**src/rtl/jt12_eg_seq.sv**
```systemverilog
// Time-multiplexed envelope sequencer: one slot per enabled clock, two-stage pipeline.
// Stage 1 picks the next state and base rate; stage 2 applies the rate step and writes back.
module jt12_eg_seq #(
  parameter int unsigned SLOTS = 24,
  parameter int unsigned EGW   = 10,
  parameter int unsigned SW    = 5
) (
  input  logic           clk,
  input  logic           rst,
  input  logic           cen,
  input  logic           kon_we,
  input  logic [SW-1:0]  kon_slot,
  input  logic           kon_val,
  input  logic [4:0]     arate,
  input  logic [4:0]     rate1,
  input  logic [4:0]     rate2,
  input  logic [3:0]     rrate,
  input  logic [3:0]     sl,
  input  logic           ssg_en,
  input  logic [2:0]     ssg_eg,
  input  logic           step_en,
  input  logic [1:0]     step_sh,
  output logic [SW-1:0]  slot_s1,
  output logic [4:0]     base_rate,
  output logic [SW-1:0]  slot_s2,
  output logic [2:0]     state_s2,
  output logic [EGW-1:0] eg_out,
  output logic           ssg_inv,
  output logic           pg_rst
);

  typedef enum logic [2:0] {
    StRelease = 3'b000,
    StAttack  = 3'b001,
    StDecay   = 3'b010,
    StHold    = 3'b100
  } eg_state_e;

  localparam logic [SW-1:0]  LastSlot = SW'(SLOTS - 1);
  localparam logic [SW-1:0]  SlotOne  = SW'(1);
  localparam logic [EGW-1:0] LevOne   = EGW'(1);
  localparam logic [EGW:0]   IncOne   = (EGW + 1)'(1);

  // Per-slot storage
  eg_state_e      st_mem    [SLOTS];
  logic [EGW-1:0] lev_mem   [SLOTS];
  logic           inv_mem   [SLOTS];
  logic           latch_mem [SLOTS];
  logic           prev_mem  [SLOTS];

  // Stage-2 pipeline registers not exposed directly
  eg_state_e st_s2;
  logic      inv_s2;

  // Stage-1 view of slot_s1
  eg_state_e      st1;
  logic [EGW-1:0] lev1;
  logic           inv1;
  logic           latch1;
  logic           prev1;
  logic           keyon_now;
  logic           keyoff_now;
  logic [4:0]     sustain;
  logic           above_sus;
  logic           ssg_over;
  logic           ssg_hold;
  eg_state_e      nxt_st;
  logic [4:0]     nxt_rate;
  logic           nxt_inv;
  logic           nxt_pg;

  always_comb begin
    st1        = st_mem[slot_s1];
    lev1       = lev_mem[slot_s1];
    inv1       = inv_mem[slot_s1];
    latch1     = latch_mem[slot_s1];
    prev1      = prev_mem[slot_s1];
    keyon_now  = latch1 & ~prev1;
    keyoff_now = ~latch1 & prev1;
    sustain    = (sl == 4'hf) ? 5'd31 : {1'b0, sl};
    above_sus  = lev1[EGW-1 -: 5] >= sustain;
    ssg_over   = ssg_en & lev1[EGW-1];
    ssg_hold   = ssg_eg[0] & ssg_en;
    nxt_st     = st1;
    nxt_rate   = 5'd0;
    nxt_inv    = inv1;
    nxt_pg     = keyon_now | (ssg_over & ~(ssg_eg[1] | ssg_hold));
    if (keyon_now) begin
      nxt_st   = StAttack;
      nxt_rate = arate;
      nxt_inv  = ssg_eg[2] & ssg_en;
    end else if (keyoff_now || st1 == StRelease) begin
      nxt_st   = StRelease;
      nxt_rate = {rrate, 1'b1};
      nxt_inv  = 1'b0;
    end else begin
      case (st1)
        StAttack: begin
          if (lev1 == '0) begin
            nxt_st   = StDecay;
            nxt_rate = rate1;
          end else begin
            nxt_st   = StAttack;
            nxt_rate = arate;
          end
        end
        StDecay: begin
          if (ssg_over) begin
            // SSG wrap: either freeze or restart the attack, optionally flipping polarity
            nxt_st   = ssg_hold ? StHold : StAttack;
            nxt_rate = ssg_hold ? 5'd0 : arate;
            nxt_inv  = ssg_en & (ssg_eg[1] ^ inv1);
          end else begin
            nxt_st   = StDecay;
            nxt_rate = above_sus ? rate2 : rate1;
          end
        end
        default: begin
          nxt_st   = StHold;
          nxt_rate = 5'd0;
        end
      endcase
    end
  end

  // Stage-2 level arithmetic for slot_s2
  logic [EGW-1:0] lev2;
  logic [2:0]     att_sh;
  logic [EGW-1:0] att_dec;
  logic [EGW:0]   rel_sum;
  logic [EGW-1:0] lev2_nxt;

  always_comb begin
    lev2     = lev_mem[slot_s2];
    att_sh   = 3'd4 - {1'b0, step_sh};
    att_dec  = (lev2 >> att_sh) + LevOne;
    rel_sum  = {1'b0, lev2} + (IncOne << step_sh);
    lev2_nxt = lev2;
    if (step_en && base_rate != 5'd0) begin
      if (st_s2 == StAttack) begin
        lev2_nxt = (att_dec > lev2) ? '0 : lev2 - att_dec;
      end else begin
        lev2_nxt = rel_sum[EGW] ? '1 : rel_sum[EGW-1:0];
      end
    end
  end

  always_ff @(posedge clk) begin
    if (rst) begin
      slot_s1   <= '0;
      slot_s2   <= LastSlot;
      st_s2     <= StRelease;
      base_rate <= 5'd0;
      inv_s2    <= 1'b0;
      pg_rst    <= 1'b0;
      eg_out    <= '1;
      ssg_inv   <= 1'b0;
      for (int i = 0; i < int'(SLOTS); i++) begin
        st_mem[i]    <= StRelease;
        lev_mem[i]   <= '1;
        inv_mem[i]   <= 1'b0;
        latch_mem[i] <= 1'b0;
        prev_mem[i]  <= 1'b0;
      end
    end else begin
      if (cen) begin
        slot_s1           <= (slot_s1 == LastSlot) ? '0 : slot_s1 + SlotOne;
        prev_mem[slot_s1] <= latch1;
        slot_s2           <= slot_s1;
        st_s2             <= nxt_st;
        base_rate         <= nxt_rate;
        inv_s2            <= nxt_inv;
        pg_rst            <= nxt_pg;
        st_mem[slot_s2]   <= st_s2;
        inv_mem[slot_s2]  <= inv_s2;
        lev_mem[slot_s2]  <= lev2_nxt;
        eg_out            <= lev2_nxt;
        ssg_inv           <= inv_s2;
      end
      // Key writes bypass cen; stage 1 reads the old latch value this cycle
      if (kon_we && 32'(kon_slot) < SLOTS) begin
        latch_mem[kon_slot] <= kon_val;
      end
    end
  end

  assign state_s2 = st_s2;

endmodule

```
**config.mk**
```make
export PLATFORM = sky130hd
export DESIGN_NAME = jt12_eg_seq
export DESIGN_NICKNAME = d
export VERILOG_FILES = /design/src/rtl/jt12_eg_seq.sv
export SDC_FILE = /design/constraint.sdc
export NUM_CORES = 1
export LEC_CHECK = 0
export ABC_AREA = 1
export BUFFER_PORTS_ARGS = -buffer_cell sky130_fd_sc_hd__buf_2
export CORE_MARGIN = 1
export CORE_UTILIZATION = 28
export DETAILED_ROUTE_END_ITERATION = 10
export PLACE_DENSITY = 0.4
export SYNTH_ARGS = -nofsm -noshare
export SYNTH_HDL_FRONTEND = slang
export SYNTH_SLANG_ARGS = --single-unit
```
**constraint.sdc**
```tcl
create_clock -name clk -period 10 [get_ports clk]
set_input_delay 0.5 -clock clk [delete_from_list [all_inputs] [get_ports clk]]
set_output_delay 0.5 -clock clk [all_outputs]
set_load 0.01 [all_outputs]
```
==> results of run 1 <==
cells in the final DEF, fill, tap and decap left out, drive strengths merged, types with 5 or more instances in the layout:
cell,count
o21ai,147
nor3,36
o211ai,19
o22ai,5
clkbuf,101
dfxtp,41
mux2,5
edfxtp,512
nand4,13
xor2,10
buf,132
conb,8
o221ai,30
inv,193
clkinv,24
nand2,1294
nor2,343
a21oi,73
ha,28
nand3,522
cell type report:
class | instances | area [sq um]
Fill cell | 11000 | 70900
Sequential cell | 553 | 16200
Multi-Input combinational cell | 2556 | 11500
Clock buffer | 101 | 2020
Tap cell | 1380 | 1730
Timing Repair Buffer | 132 | 831
Inverter | 193 | 738
Clock inverter | 27 | 185
metrics by stage:
stage          hold WS (ns)  setup WS [ns]  power (mW)
6_report              0.180           3.31        6.27
2_1_floorplan         0.502           5.57        3.41
3_3_place_gp          0.454           3.40        3.85
4_1_cts               0.157           3.35        6.33
5_1_grt               0.188           2.75        6.52
3_5_place_dp          0.462           3.38        3.84
registers in the layout, indices dropped and copies added (netlist names), 3 cells and up, named ones only:
name,count
lev_mem,320
prev_mem,32
eg_out,10
slot_s1,5
slot_s2,5
base_rate,5
inv_mem,32
state_s2,3
st_mem,96
latch_mem,32
cells by family after synthesis:
family	count (synthesis)	share of synthesized area, %
flip-flops	553	54.7
AND/OR/NAND/NOR	2214	31.0
other	1	0.0127
buffers and inverters	426	6.61
XOR/XNOR	14	0.414
adder cells (fa/ha/maj)	30	1.32
AO/OA/AOI/OAI	284	5.60
multiplexers	6	0.266
worst max-delay path: cells and delay by family (launching register included):
family                   cells  cell delay [ns]
buffers and inverters        6             2.09
adder cells (fa/ha/maj)      1             0.30
XOR/XNOR                     1             0.19
flip-flops                   1             0.72
AO/OA/AOI/OAI                5             0.81
AND/OR/NAND/NOR             19             2.16
synth_stat cells, types with 5 or more instances:
| cell | number | share of area [%] |
|---|---|---|
| a21oi_1 | 71 | 1.2 |
| buf_1 | 12 | 0.15 |
| buf_2 | 89 | 1.5 |
| buf_4 | 26 | 0.66 |
| buf_6 | 19 | 0.72 |
| clkbuf_1 | 87 | 1.1 |
| dfxtp_1 | 41 | 2.8 |
| edfxtp_1 | 512 | 52 |
| ha_1 | 28 | 1.2 |
| inv_1 | 172 | 2.2 |
| inv_2 | 16 | 0.20 |
| mux2_2 | 5 | 0.19 |
| nand2_1 | 1275 | 16 |
| nand2_2 | 16 | 0.34 |
| nand3_1 | 519 | 8.8 |
| nand4_1 | 13 | 0.27 |
| nor2_1 | 337 | 4.3 |
| nor2_4 | 5 | 0.19 |
| nor3_1 | 36 | 0.61 |
| o211ai_1 | 16 | 0.41 |
| o21ai_0 | 131 | 2.2 |
| o21ai_1 | 11 | 0.19 |
| o21ai_2 | 5 | 0.15 |
| o221ai_1 | 30 | 0.89 |
| o22ai_1 | 5 | 0.11 |
| xor2_1 | 10 | 0.30 |
layer usage:
metal  global-route usage (%)  up-vias  wire length [um]
met1                     29.7    12100             52700
li1                         -    11700                 -
met2                     34.0      774             52200
met3                     2.34      120              5940
met4                     4.48        0              1790
met5                        0        -                 0
power by group:
group	internal (mW)	switching (mW)
Combinational	0.270	0.878
Sequential	2.60	0.0401
Clock	1.44	1.04
worst max-delay path by stage:
stage | endpoint | slack [ns] | cells past startpoint
floorplan | lev_mem[24][4] | 5.57 | 29
global placement | lev_mem[30][4] | 3.40 | 33
detailed placement | lev_mem[30][4] | 3.38 | 32
CTS | lev_mem[30][4] | 3.35 | 32
global route | lev_mem[28][4] | 2.75 | 32
finish | lev_mem[30][4] | 3.31 | 32
==> impl_metrics.ini, run 1 <==
[clocking]
postCtsSetupBuffers = 0
cts.sinks = 553
clk_pin_slew_worst_paths_ns = 0.06
cts_max_path_buffers = 3
insertion_delay_ns = 0.64
cts_tree = built
holdBufCountCts = 0
h-tree-depth = 3
ctsResizeCount = 0
cts-root-buf = clkbuf_16
cts_buffers = 70

[drt]
routed_via_density = 5.01
ant_nets = 0
num_vias = 24700
wl_per_cell_um = 22.8
drt_iter0_drc = 2107
first_pass_iters = 5
drt_wl_total_mm = 113
post-route-drc-count = 0

[final_layout]
syn_to_final_growth_pct = 12.3
design_area_sq_um = 33200
diodes = 0
instances_no_fill = 4942
final_core_util_pct = 31.9
nNetsFinal = 3576
drive_gt1_share_pct = 8.96

[worst_hold_path]
hold_depth = 1
min_to = latch_mem[24]
hp-class = primary input to register
min_from = kon_val

[global_route]
grt_pass1_wl_mm = 166
grt_max_degree = 83
grt_overflow = 0
grt_pass1_vias = 23900
antenna_found_initial = 2
track_usage_pct = 20.9

[place]
placed_area_sq_um = 31000
dpl.hpwl_mm = 71.3
port-buffer-count = 69
routabilityCongestion = 0.844
dp_cells = 4814

[run]
maxCapViolCount = 0

[floorplan]
core_area_sq_um = 104000
die_area_sq_um = 107000
die_x_um = 327
row_count = 118
pin_count = 70
initial_utilization_pct = 28.4
die_y_um = 327

[timing]
max_freq_mhz = 149
slew_headroom_pct = 24.4
skew_ns = 0.0262
hold_violations = 0
setup_violations = 0
rsz0062_at_grt = no
tightest_slew_ns = 1.13
period_share_pct = 66.9
fin_tns_setup_ns = 0
maxSlewViolCount = 0
period_needed_ns = 6.69

[synthesis]
synth-seq-cells = 553
yosys_most_used_dff = edfxtp_1
yosysSeqAreaShare_pct = 54.7
syn_area_sq_um = 29600
synth_edf_count = 512
async_reset_ff_share_pct = 0
yosys_warnings = 0
synth_cell_types = 47
syn_avg_cell_area_sq_um = 8.39
syn_inst = 3528

[critical_path]
cp_max_fo = 34
cp-end-kind = register
critPathMaxStageDelay_ns = 0.72
crit_type = register to register
worst-r2r-setup-slack_ns = 3.31
slowest_stage = dfxtp_4
regToRegEndpoint = lev_mem[30][4]
path_common_cell = nand2_1
reg2reg_depth = 32
cp_data_required_time_ns = 10.33
critPathArrivalTime_ns = 7.02
cp-start-kind = register

[pwr]
leakage_nw = 12.4
peakVddDrop_v = 0.000119
power_density_nw_per_um2 = 189

[status]
status = finished, final reports clean
Note: power is estimated with default switching activity, not from simulation.
==> run 2, diff against run 1 <==
--- a/config.mk
+++ b/config.mk
@@ -5,12 +5,12 @@
 export SDC_FILE = /design/constraint.sdc
 export NUM_CORES = 1
 export LEC_CHECK = 0
-export ABC_AREA = 1
+export ABC_AREA = 0
 export BUFFER_PORTS_ARGS = -buffer_cell sky130_fd_sc_hd__buf_2
 export CORE_MARGIN = 1
 export CORE_UTILIZATION = 28
 export DETAILED_ROUTE_END_ITERATION = 10
-export PLACE_DENSITY = 0.4
+export PLACE_DENSITY = 0.41
 export SYNTH_ARGS = -nofsm -noshare
 export SYNTH_HDL_FRONTEND = slang
 export SYNTH_SLANG_ARGS = --single-unit
==> constraint.sdc (replaced) <==
create_clock -name clk -period 5.8 [get_ports clk]
set_input_delay 0.29 -clock clk [delete_from_list [all_inputs] [get_ports clk]]
set_output_delay 0.29 -clock clk [all_outputs]
set_load 0.01 [all_outputs]
==> impl_metrics.ini, run 2 <==
[status]
status = finished, final reports clean

[timing]
setup_violations = 0
slew_headroom_pct = 12.0
tightest_slew_ns = 1.32
maxSlewViolCount = 0
setup_slack_ns = 0.167
hold_violations = 0
max_freq_mhz = 178
skew_ns = 0.0134
period_share_pct = 97.1
period_needed_ns = 5.63
fin_tns_setup_ns = 0
rsz0062_at_grt = yes

[global_route]
grt_max_degree = 47
grt_pass1_vias = 20000
track_usage_pct = 19.9
grt_util_met1_pct = 26.5
gr-max-usage-layer = met2
grt_pass1_wl_mm = 146
grt_use_met3_pct = 2.26
antenna_found_initial = 5
grt_overflow = 0
met2_usage_pct = 34.2

[floorplan]
die_area_sq_um = 102000
die_x_um = 319
die_y_um = 319
core_area_sq_um = 98900
pin_count = 70
row_count = 115
initial_utilization_pct = 28.4

[critical_path]
cp_top_family = simple AND/OR/NAND/NOR gates
cp_max_fo = 14
slowest_stage = mux4_2
path_cells = buf_12 -> buf_12 -> and2_4 -> buf_4 -> buf_4 -> a22oi_1 -> nand3_1 -> and3_2 -> mux4_2 -> buf_4 -> or4_4 -> o21ai_1 -> or3b_1 -> ha_1 -> a21oi_1 -> a211oi_2 -> or2_2 -> a211oi_1 -> a211o_2 -> buf_4 -> clkbuf_16 -> nand2_1
regToRegEndpoint = lev_mem[21][8]
crit_type = register to register
critPathArrivalTime_ns = 5.99
critPathMaxStageDelay_ns = 0.51
path_common_cell = buf_4
cp_data_required_time_ns = 6.16
cp-end-kind = register
worst-path-buf-inv = 7
worst-r2r-setup-slack_ns = 0.17
reg2reg_depth = 22
cp-start-kind = register

[final_layout]
top_register = lev_mem
instances_no_fill = 3726
drive_gt1_share_pct = 23.9
largest_register_ffs = 320
multi_input_area_sq_um = 10900
nNetsFinal = 2455
final_common_cell = edfxtp_1
syn_to_final_growth_pct = 19.4
fillCellCount = 9648
mostFrequentLayoutCells = edfxtp_1, nand2_1, buf_4
seq_area_sq_um = 16200
design_area_sq_um = 33500
top_regs = lev_mem: 320 flops, st_mem: 96 flops

[synthesis]
syn_area_sq_um = 28100
synthDominantCellAreaShare_pct = 54.7
synth-compound-area-share_pct = 7.86
yosys.area.top_type = edfxtp_1
synth-xor-area-share_pct = 0.561
yosys_warnings = 0
synth-seq-cells = 553
synth_cell_types = 93
async_reset_ff_share_pct = 0
yosysSeqAreaShare_pct = 57.7
yosysMostFrequentCell = edfxtp_1
synth_edf_count = 512
syn_inst = 2185
synth.area.top_cells = edfxtp_1, mux4_2, mux2i_1
synth_simple_gate_area_share_pct = 13.3
synth_top_family_by_area = multiplexers
syn_avg_cell_area_sq_um = 12.9
yosys_most_used_dff = edfxtp_1
synth-adder-area-share_pct = 1.39
synthMuxAreaShare_pct = 15.2
synth_common_cells = edfxtp_1, nand2_1, mux2i_1

[drt]
ant_nets = 0
num_vias = 19700
post-route-drc-count = 0
wl_per_cell_um = 27.7
drt_wl_total_mm = 103
first_pass_iters = 5
routed_via_density = 5.29
drt_iter0_drc = 1987

[clocking]
cts.sinks = 553
clk_pin_slew_worst_paths_ns = 0.06
h-tree-depth = 3
insertion_delay_ns = 0.62
cts-root-buf = clkbuf_16
cts_max_path_buffers = 3
cts_buffers = 68
cts_tree = built

[pwr]
cellInternalPower_mw = 7.87
power_density_nw_per_um2 = 323
p_sw_mw = 2.97
power.total_mw = 10.8
seqPwrFrac_pct = 42.0
leakage_nw = 10.7
peakVddDrop_v = 0.000180
power_frac_clock_pct = 40.6
swShare_pct = 27.4
combPwrFrac_pct = 17.4

[worst_hold_path]
min_from = kon_val
hp-class = primary input to register
hold_depth = 1
min_to = latch_mem[26]

[place]
dpl.hpwl_mm = 72.5
routabilityCongestion = 0.865
place_ws_ns = -0.0988
dp_cells = 3585
placed_area_sq_um = 31000
port-buffer-count = 69

[run]
maxCapViolCount = 0
-- run 2: worst max path at each step --
stage	slack, ns	startpoint	cells past startpoint	endpoint
floorplan	0.26	register	25	lev_mem[24][8]
global placement	-0.08	register	23	lev_mem[26][9]
detailed placement	-0.1	register	24	lev_mem[27][9]
CTS	0.02	register	24	lev_mem[26][9]
global route	-0.06	register	23	lev_mem[24][8]
finish	0.17	register	22	lev_mem[21][8]
-- run 2: power by group through the flow --
stage               Sequential, mW  Clock (mW)  Combinational (mW)
floorplan                     4.61           0               0.984
global placement              4.64           0                1.77
detailed placement            4.64           0                1.78
CTS                           4.56        4.48                1.79
global route                  4.56        4.62                2.02
finish                        4.55        4.40                1.88
-- run 2: timing repair --
action,4_1_cts,5_1_grt
resized for setup,1,28
setup buffers,0,10
hold endpoints to repair,5,0
hold buffers,5,0
pin swaps,0,6
setup endpoints to repair,33,258
gates cloned,0,2
-- run 2: worst reg2reg max path, delay by kind of cell, from the launching register on --
kind,cells,cell delay (ns)
flops,1,0.35
buf+inv,7,1.10
compound gates,6,1.16
mux,1,0.51
fa+ha+maj,1,0.32
simple gates,7,1.93
-- run 2: cell families (layout without fill, tap and decap cells) --
family          after synthesis  after routing
flops                       553            553
simple gates                773            773
buf+inv                     218            464
compound gates              319            319
mux                         273            273
fa+ha+maj                    30             30
other cells                   1              9
xor+xnor                     18             18
-- run 2: area by class of cell --
| type | count | share of cell area, % |
|---|---|---|
| well taps | 1287 | 4.80 |
| clock inverters | 34 | 1.26 |
| flip-flops and latches | 553 | 48.3 |
| inverters | 49 | 0.571 |
| diodes | 1 | 0.00746 |
| clock buffers | 89 | 5.49 |
| repair buffers | 292 | 6.93 |
| multi-input cells | 1421 | 32.6 |
-- run 2: stage by stage --
step	util, %	hold slack [ns]
6_report	33.9	0.0343
5_1_grt	33.9	0.0351
4_1_cts	33.7	0.00447
3_5_place_dp	31.3	0.458
3_3_place_gp	31.3	0.447
2_1_floorplan	-	0.389
-- run 2: metal layers --
layer	share of wire (%)	up-vias
met5	0	-
met4	2.7	0
met3	5.0	159
met2	49	662
met1	43	10200
li1	-	8710
